## config.mk

```make
export PLATFORM = sky130hd
export DESIGN_NAME = core_readout_packer
export DESIGN_NICKNAME = d
export VERILOG_FILES = /design/src/rtl/neurram_pkg.sv /design/src/rtl/sync_fifo32.sv /design/src/rtl/core_readout_packer.sv
export SDC_FILE = /design/constraint.sdc
export NUM_CORES = 1
export LEC_CHECK = 0
export ABC_AREA = 0
export CORE_MARGIN = 5
export CORE_UTILIZATION = 63
export CTS_CLUSTER_DIAMETER = 120
export DETAILED_ROUTE_END_ITERATION = 10
export DONT_BUFFER_PORTS = 1
export GPL_TIMING_DRIVEN = 0
export PLACE_DENSITY_LB_ADDON = 0.3
export SYNTH_ARGS = -nofsm -noshare
export SYNTH_HDL_FRONTEND = slang
export SYNTH_SLANG_ARGS = --single-unit
```

## constraint.sdc

```tcl
create_clock -name clk -period 5.2 [get_ports clk]
set_clock_uncertainty 0.05 [all_clocks]
set_input_delay 0.78 -clock clk [delete_from_list [all_inputs] [get_ports clk]]
set_output_delay 0.78 -clock clk [all_outputs]
set_load 0.005 [all_outputs]
```

## src/rtl/neurram_pkg.sv

```systemverilog
// Shared definitions for the NeuRRAM core readout path.
package neurram_pkg;

  localparam int WORD_W      = 32;
  localparam int NUM_BITS_W  = 12;
  localparam int WORD_IDX_W  = 5;

  // Readout FSM state encoding.
  typedef enum logic [2:0] {
    S_IDLE  = 3'd0,
    S_WAIT  = 3'd1,
    S_SHIFT = 3'd2,
    S_PUSH  = 3'd3,
    S_DONE  = 3'd4
  } rd_state_e;

  // Return word with bit position idx replaced by b.
  function automatic logic [WORD_W-1:0] pack_bit(
    input logic [WORD_W-1:0]     word,
    input logic [WORD_IDX_W-1:0] idx,
    input logic                  b
  );
    logic [WORD_W-1:0] r;
    r      = word;
    r[idx] = b;
    return r;
  endfunction

endpackage

```

## src/rtl/sync_fifo32.sv

```systemverilog
// Synchronous 32-bit FIFO with registered read port (latency 1).
// Pointers carry one extra wrap bit to distinguish full from empty.
module sync_fifo32
  import neurram_pkg::*;
#(
  parameter int DEPTH = 16
) (
  input  logic              clk,
  input  logic              rst,
  input  logic              wr_en,
  input  logic [WORD_W-1:0] din,
  output logic              full,
  input  logic              rd_en,
  output logic [WORD_W-1:0] dout,
  output logic              empty,
  output logic              valid
);

  localparam int AW = $clog2(DEPTH);

  logic [AW:0]       wptr_q, wptr_d;
  logic [AW:0]       rptr_q, rptr_d;
  logic [WORD_W-1:0] mem_q [DEPTH];
  logic [WORD_W-1:0] dout_q, dout_d;
  logic              valid_q, valid_d;
  logic              wr_ok_s;
  logic              rd_ok_s;

  assign empty   = (wptr_q == rptr_q);
  assign full    = (wptr_q[AW] != rptr_q[AW]) && (wptr_q[AW-1:0] == rptr_q[AW-1:0]);
  assign wr_ok_s = wr_en & ~full;
  assign rd_ok_s = rd_en & ~empty;
  assign dout    = dout_q;
  assign valid   = valid_q;

  // Next pointer and read-port values.
  always_comb begin
    wptr_d  = wptr_q;
    rptr_d  = rptr_q;
    dout_d  = dout_q;
    valid_d = 1'b0;
    if (wr_ok_s) begin
      wptr_d = wptr_q + {{AW{1'b0}}, 1'b1};
    end else begin
      wptr_d = wptr_q;
    end
    if (rd_ok_s) begin
      rptr_d  = rptr_q + {{AW{1'b0}}, 1'b1};
      dout_d  = mem_q[rptr_q[AW-1:0]];
      valid_d = 1'b1;
    end else begin
      rptr_d  = rptr_q;
      dout_d  = dout_q;
      valid_d = 1'b0;
    end
  end

  // Pointer and read-port registers with synchronous active-low reset.
  always_ff @(posedge clk) begin
    if (!rst) begin
      wptr_q  <= '0;
      rptr_q  <= '0;
      dout_q  <= '0;
      valid_q <= 1'b0;
    end else begin
      wptr_q  <= wptr_d;
      rptr_q  <= rptr_d;
      dout_q  <= dout_d;
      valid_q <= valid_d;
    end
  end

  // Storage array; contents are discarded logically by the pointer reset.
  always_ff @(posedge clk) begin
    if (wr_ok_s) begin
      mem_q[wptr_q[AW-1:0]] <= din;
    end
  end

endmodule

```

## src/rtl/core_readout_packer.sv

```systemverilog
// Per-core readout stage: strobes the core's serial output register,
// packs bits LSB-first into 32-bit words and queues them in a FIFO that
// the pipe-out arbiter drains through a standard read interface.
module core_readout_packer
  import neurram_pkg::*;
#(
  parameter int DEPTH     = 16,
  parameter int SHIFT_DIV = 4
) (
  input  logic                  clk,
  input  logic                  rst,
  input  logic                  start,
  input  logic [NUM_BITS_W-1:0] num_bits,
  output logic                  busy,
  output logic                  done,
  output logic                  so_shift,
  input  logic                  so_data,
  input  logic                  rd_en,
  output logic [WORD_W-1:0]     dout,
  output logic                  empty,
  output logic                  valid
);

  localparam int               DIV_W    = (SHIFT_DIV > 1) ? $clog2(SHIFT_DIV) : 1;
  localparam logic [DIV_W-1:0] DIV_LAST = DIV_W'(SHIFT_DIV - 1);

  rd_state_e             state_q, state_d;
  logic [DIV_W-1:0]      div_q, div_d;
  logic [NUM_BITS_W-1:0] bitcnt_q, bitcnt_d;
  logic [NUM_BITS_W-1:0] nbits_q, nbits_d;
  logic [WORD_W-1:0]     shreg_q, shreg_d;
  logic                  busy_q, done_q, so_shift_q;
  logic                  fifo_wr_s;
  logic                  fifo_full_s;

  assign busy     = busy_q;
  assign done     = done_q;
  assign so_shift = so_shift_q;

  // Readout FSM next-state, divider, bit counter and shift register update.
  always_comb begin
    state_d   = state_q;
    div_d     = '0;
    bitcnt_d  = bitcnt_q;
    nbits_d   = nbits_q;
    shreg_d   = shreg_q;
    fifo_wr_s = 1'b0;
    case (state_q)
      S_IDLE: begin
        if (start) begin
          if (num_bits == {NUM_BITS_W{1'b0}}) begin
            state_d = S_DONE;
          end else begin
            nbits_d  = num_bits;
            bitcnt_d = '0;
            shreg_d  = '0;
            state_d  = S_WAIT;
          end
        end else begin
          state_d = S_IDLE;
        end
      end
      S_WAIT: begin
        if (div_q == DIV_LAST) begin
          state_d = S_SHIFT;
        end else begin
          div_d = div_q + {{(DIV_W-1){1'b0}}, 1'b1};
        end
      end
      S_SHIFT: begin
        // Entry to SHIFT only follows a push or a non-full register, so
        // the shift register always has room for this bit.
        shreg_d  = pack_bit(shreg_q, bitcnt_q[WORD_IDX_W-1:0], so_data);
        bitcnt_d = bitcnt_q + {{(NUM_BITS_W-1){1'b0}}, 1'b1};
        if ((bitcnt_q[WORD_IDX_W-1:0] == 5'd31) || (bitcnt_d == nbits_q)) begin
          state_d = S_PUSH;
        end else begin
          state_d = S_WAIT;
        end
      end
      S_PUSH: begin
        // A full FIFO stalls here; a same-cycle read does not unblock it.
        if (!fifo_full_s) begin
          fifo_wr_s = 1'b1;
          shreg_d   = '0;
          if (bitcnt_q == nbits_q) begin
            state_d = S_DONE;
          end else begin
            state_d = S_WAIT;
          end
        end else begin
          state_d = S_PUSH;
        end
      end
      S_DONE: begin
        state_d = S_IDLE;
      end
      default: begin
        state_d = S_IDLE;
      end
    endcase
  end

  // State, datapath and registered status outputs.
  always_ff @(posedge clk) begin
    if (!rst) begin
      state_q    <= S_IDLE;
      div_q      <= '0;
      bitcnt_q   <= '0;
      nbits_q    <= '0;
      shreg_q    <= '0;
      busy_q     <= 1'b0;
      done_q     <= 1'b0;
      so_shift_q <= 1'b0;
    end else begin
      state_q    <= state_d;
      div_q      <= div_d;
      bitcnt_q   <= bitcnt_d;
      nbits_q    <= nbits_d;
      shreg_q    <= shreg_d;
      busy_q     <= (state_d != S_IDLE);
      done_q     <= (state_q == S_DONE);
      so_shift_q <= (state_d == S_SHIFT);
    end
  end

  sync_fifo32 #(
    .DEPTH (DEPTH)
  ) u_fifo (
    .clk   (clk),
    .rst   (rst),
    .wr_en (fifo_wr_s),
    .din   (shreg_q),
    .full  (fifo_full_s),
    .rd_en (rd_en),
    .dout  (dout),
    .empty (empty),
    .valid (valid)
  );

endmodule

```

==> results.ini <==
[critical_path]
crit_required_ns=5.60
worst-setup-path-type=flop to flop
path_buf_inv=3
slowest_stage=buf_1
r2r_setup_slack_ns=2.04
critical-path-top-delay-family=buffers and inverters
cp-end-kind=flop
cp.arrival_ns=3.57
reg2reg_from=u_fifo.rptr_q[1]$_SDFFE_PN0P_
reg2reg_depth=6
r2r_end=u_fifo.dout[4]$_SDFFE_PN0P_
critPathMostFrequentCell=mux4_2
cp_max_fo=10
path_cells=buf_2 > clkbuf_1 > buf_1 > mux4_2 > mux4_2 > o2bb2ai_1
cpPeakStageDelay_ns=0.82
cp-start-kind=flop

[yosys]
synth_top_family_by_area=multiplexers
postSynthCellCount=1306
synth_edf_count=512
seq_area_frac_synth_pct=72.08
synth_fp_nets=1334
netlist_area_sq_um=24300
yosys_warnings=0
synth-adder-area-share_pct=0.5663
synth_xor_area_share_pct=1.369
ys_types=51
synth_flop_cell=edfxtp_1
synth_compound_area_share_pct=4.299
postSynthAreaPerCell_sq_um=18.61
ys_ff_latch=619
synth-simple-area-share_pct=4.268
async_flop_share_pct=0
synth_mux_area_share_pct=15.49

[route]
drc=0
drt-total-wl_um=58780
first_iter_violations=2093
dr_total_vias=13150
ant_nets=0
drt-vias-per-instance=6.741
first_pass_iters=6
routedWlPerCell_um=30.13

[finish]
fin_util_pct=70.59
diodes=0
fin_nets=1412
drive_gt1_share_pct=21.77
area_growth_pct=11.47

[grt]
antenna_found_initial=1
grt_usage_pct=28.21
grt_pass1_vias=13320
grt_max_degree=29
grt_overflow=0
grt_pass1_wl_um=86570

[cts]
htree_levels=2
insertion_delay_ns=0.60
cts_setup_buffers=0
clock-sinks=619
ctsHoldBuffers=0
cts_buffers=57
cts-resized-gates=0
cts_tree=built
clkTransAtPathRegs_ns=0.06
cts_buffer_depth=3
root_buffer=clkbuf_16

[placement]
io_buffers=0
place_ws_ns=2.089
post-dp-hpwl_um=34260
gp_congestion=0.9099

[die]
fp.dieH_um=206.4
ios=54
core_area_sq_um=38380
die_w_um=206.4
start_util_pct=63.33
row_count=72
die_area_sq_um=42610

[power]
p_leak_nw=7.657
power_density_nw_per_um2=344.4
worst_ir_drop_vdd_v=0.0002771

[sta]
rsz0062_at_grt=false
fmax_ghz=0.3160
setup_violations=0
drv_slew=0
max_slew_margin_pct=26.41
hold_viol_final=0
period_needed_ns=3.164
tightest_slew_ns=1.104
fin_hold_ws_ns=0.3096
fin_crit_sh_pct=60.86
timing.final.ws_setup_ns=2.036

[min_path]
whs_endpoint=nbits_q[4]$_SDFFE_PN0P_
hold_class=input port to flop
whs_path_depth=2
min-delay-start=num_bits[4]

[flow_run]
maxCapViolCount=0

[run_status]
outcome=finished, final reports clean

## cells in the mapped netlist, types with 9 or more instances
| library cell | number | area share [%] |
|---|---|---|
| edfxtp_1 | 512 | 63 |
| mux4_2 | 160 | 15 |
| dfxtp_1 | 107 | 8.8 |
| o21ai_0 | 65 | 1.3 |
| nor2_1 | 53 | 0.82 |
| nand2_1 | 45 | 0.70 |
| a21oi_1 | 41 | 0.84 |
| clkbuf_1 | 39 | 0.60 |
| o2bb2ai_1 | 32 | 1.2 |
| xnor2_1 | 28 | 1.0 |
| nor2b_1 | 22 | 0.57 |
| buf_2 | 19 | 0.39 |
| and3_1 | 17 | 0.44 |
| mux2i_1 | 16 | 0.66 |
| buf_6 | 11 | 0.51 |
| ha_1 | 11 | 0.57 |
| nand2b_1 | 11 | 0.28 |
| and2_1 | 10 | 0.26 |
| buf_1 | 10 | 0.15 |
| inv_1 | 10 | 0.15 |
| xor2_1 | 10 | 0.36 |
| nand3_1 | 9 | 0.19 |
## cell families (layout without fill, tap and decap cells)
logic type,after synthesis,after routing
AND/OR/NAND/NOR,202,202
buffers and inverters,93,220
XOR/XNOR,38,38
flip-flops,619,619
multiplexers,176,176
adder cells (fa/ha/maj),11,11
AO/OA/AOI/OAI,167,167
## per-layer routing
layer / vias to the layer above / global-route usage, % / share of wire, %
met1: 6703 / 39.24 / 37
met4: 2 / 9.102 / 3.3
met3: 143 / 6.622 / 11
li1: 5406 / - / -
met2: 898 / 45.19 / 49
met5: - / 0 / 0.031
## layout make-up
cell class / count / area, sq um
buffer: 83 / 432.9
clock buffer: 82 / 1593
clock inverter: 26 / 156.4
fill: 2305 / 11290
inverter: 10 / 37.54
multi-input combinational: 594 / 6352
sequential: 619 / 17520
tap: 518 / 648.1
timing repair buffer: 19 / 352.8
## per-stage QoR
step           std cells  cell area [sq um]  power (W)  setup TNS, ns
6_report            1951              27090   0.009330              0
4_1_cts             1951              27090   0.009357              0
3_3_place_gp        1824              24950   0.005487         -53.59
5_1_grt             1951              27090   0.009590              0
2_1_floorplan       1306              24300   0.005467              0
3_5_place_dp        1843              25340   0.005489              0
## sequential cells by signal, indices dropped and copies added, names as in the netlist
signal	count
u_fifo.dout	32
div_q	2
u_fifo.mem_q	512
shreg_q	32
nbits_q	12
so_shift	1
u_fifo.wptr_q	5
u_fifo.rptr_q	5
bitcnt_q	12
state_q	3
done	1
busy	1
u_fifo.valid	1
## worst reg2reg max path, cell delays in order (launching register included)
cell and delay, ns:
dfxtp_1 0.34, buf_2 0.24, clkbuf_1 0.46, buf_1 0.82
mux4_2 0.45, mux4_2 0.50, o2bb2ai_1 0.15
## cell usage in the layout (no fill, tap or decap), drive strengths merged, types with 4 or more instances in the layout
master   synthesis  routed
edfxtp         512     512
mux4           160     160
clkbuf          39     121
dfxtp          107     107
o21ai           65      65
buf             44      63
nor2            53      53
nand2           45      45
a21oi           41      41
o2bb2ai         32      32
xnor2           28      28
nor2b           22      22
clkinv           0      22
and3            17      17
mux2i           16      16
nand2b          11      11
ha              11      11
inv             10      11
and2            10      10
xor2            10      10
nand3            9       9
nor4             8       8
o211ai           6       6
nand4            6       6
nor3             5       5
o21a             4       4
o41ai            4       4
or3              4       4
nor3b            4       4
## where the power goes
part	internal [W]	switching [W]	leakage (nW)
logic	0.0000298	0.0000512	1.76
clock network	0.00218	0.00177	0.856
registers	0.00530	0.00000770	5.04
total	0.00750	0.00183	7.66
## worst max path at each step
stage               depth (start not counted)                          start  slack (ns)                            end
floorplan                                   5          state_q[0]$_SDFF_PN0_        1.31   u_fifo.mem_q[3][0]$_DFFE_PP_
CTS                                         7          state_q[0]$_SDFF_PN0_        2.05   u_fifo.mem_q[2][9]$_DFFE_PP_
detailed placement                          7          state_q[0]$_SDFF_PN0_        2.09  u_fifo.mem_q[2][16]$_DFFE_PP_
global route                                7          state_q[0]$_SDFF_PN0_        1.87   u_fifo.mem_q[0][6]$_DFFE_PP_
global placement                            5          state_q[0]$_SDFF_PN0_       -1.65  u_fifo.mem_q[3][16]$_DFFE_PP_
finish                                      6  u_fifo.rptr_q[1]$_SDFFE_PN0P_        2.04    u_fifo.dout[4]$_SDFFE_PN0P_
(Power assumes the default switching activity.)
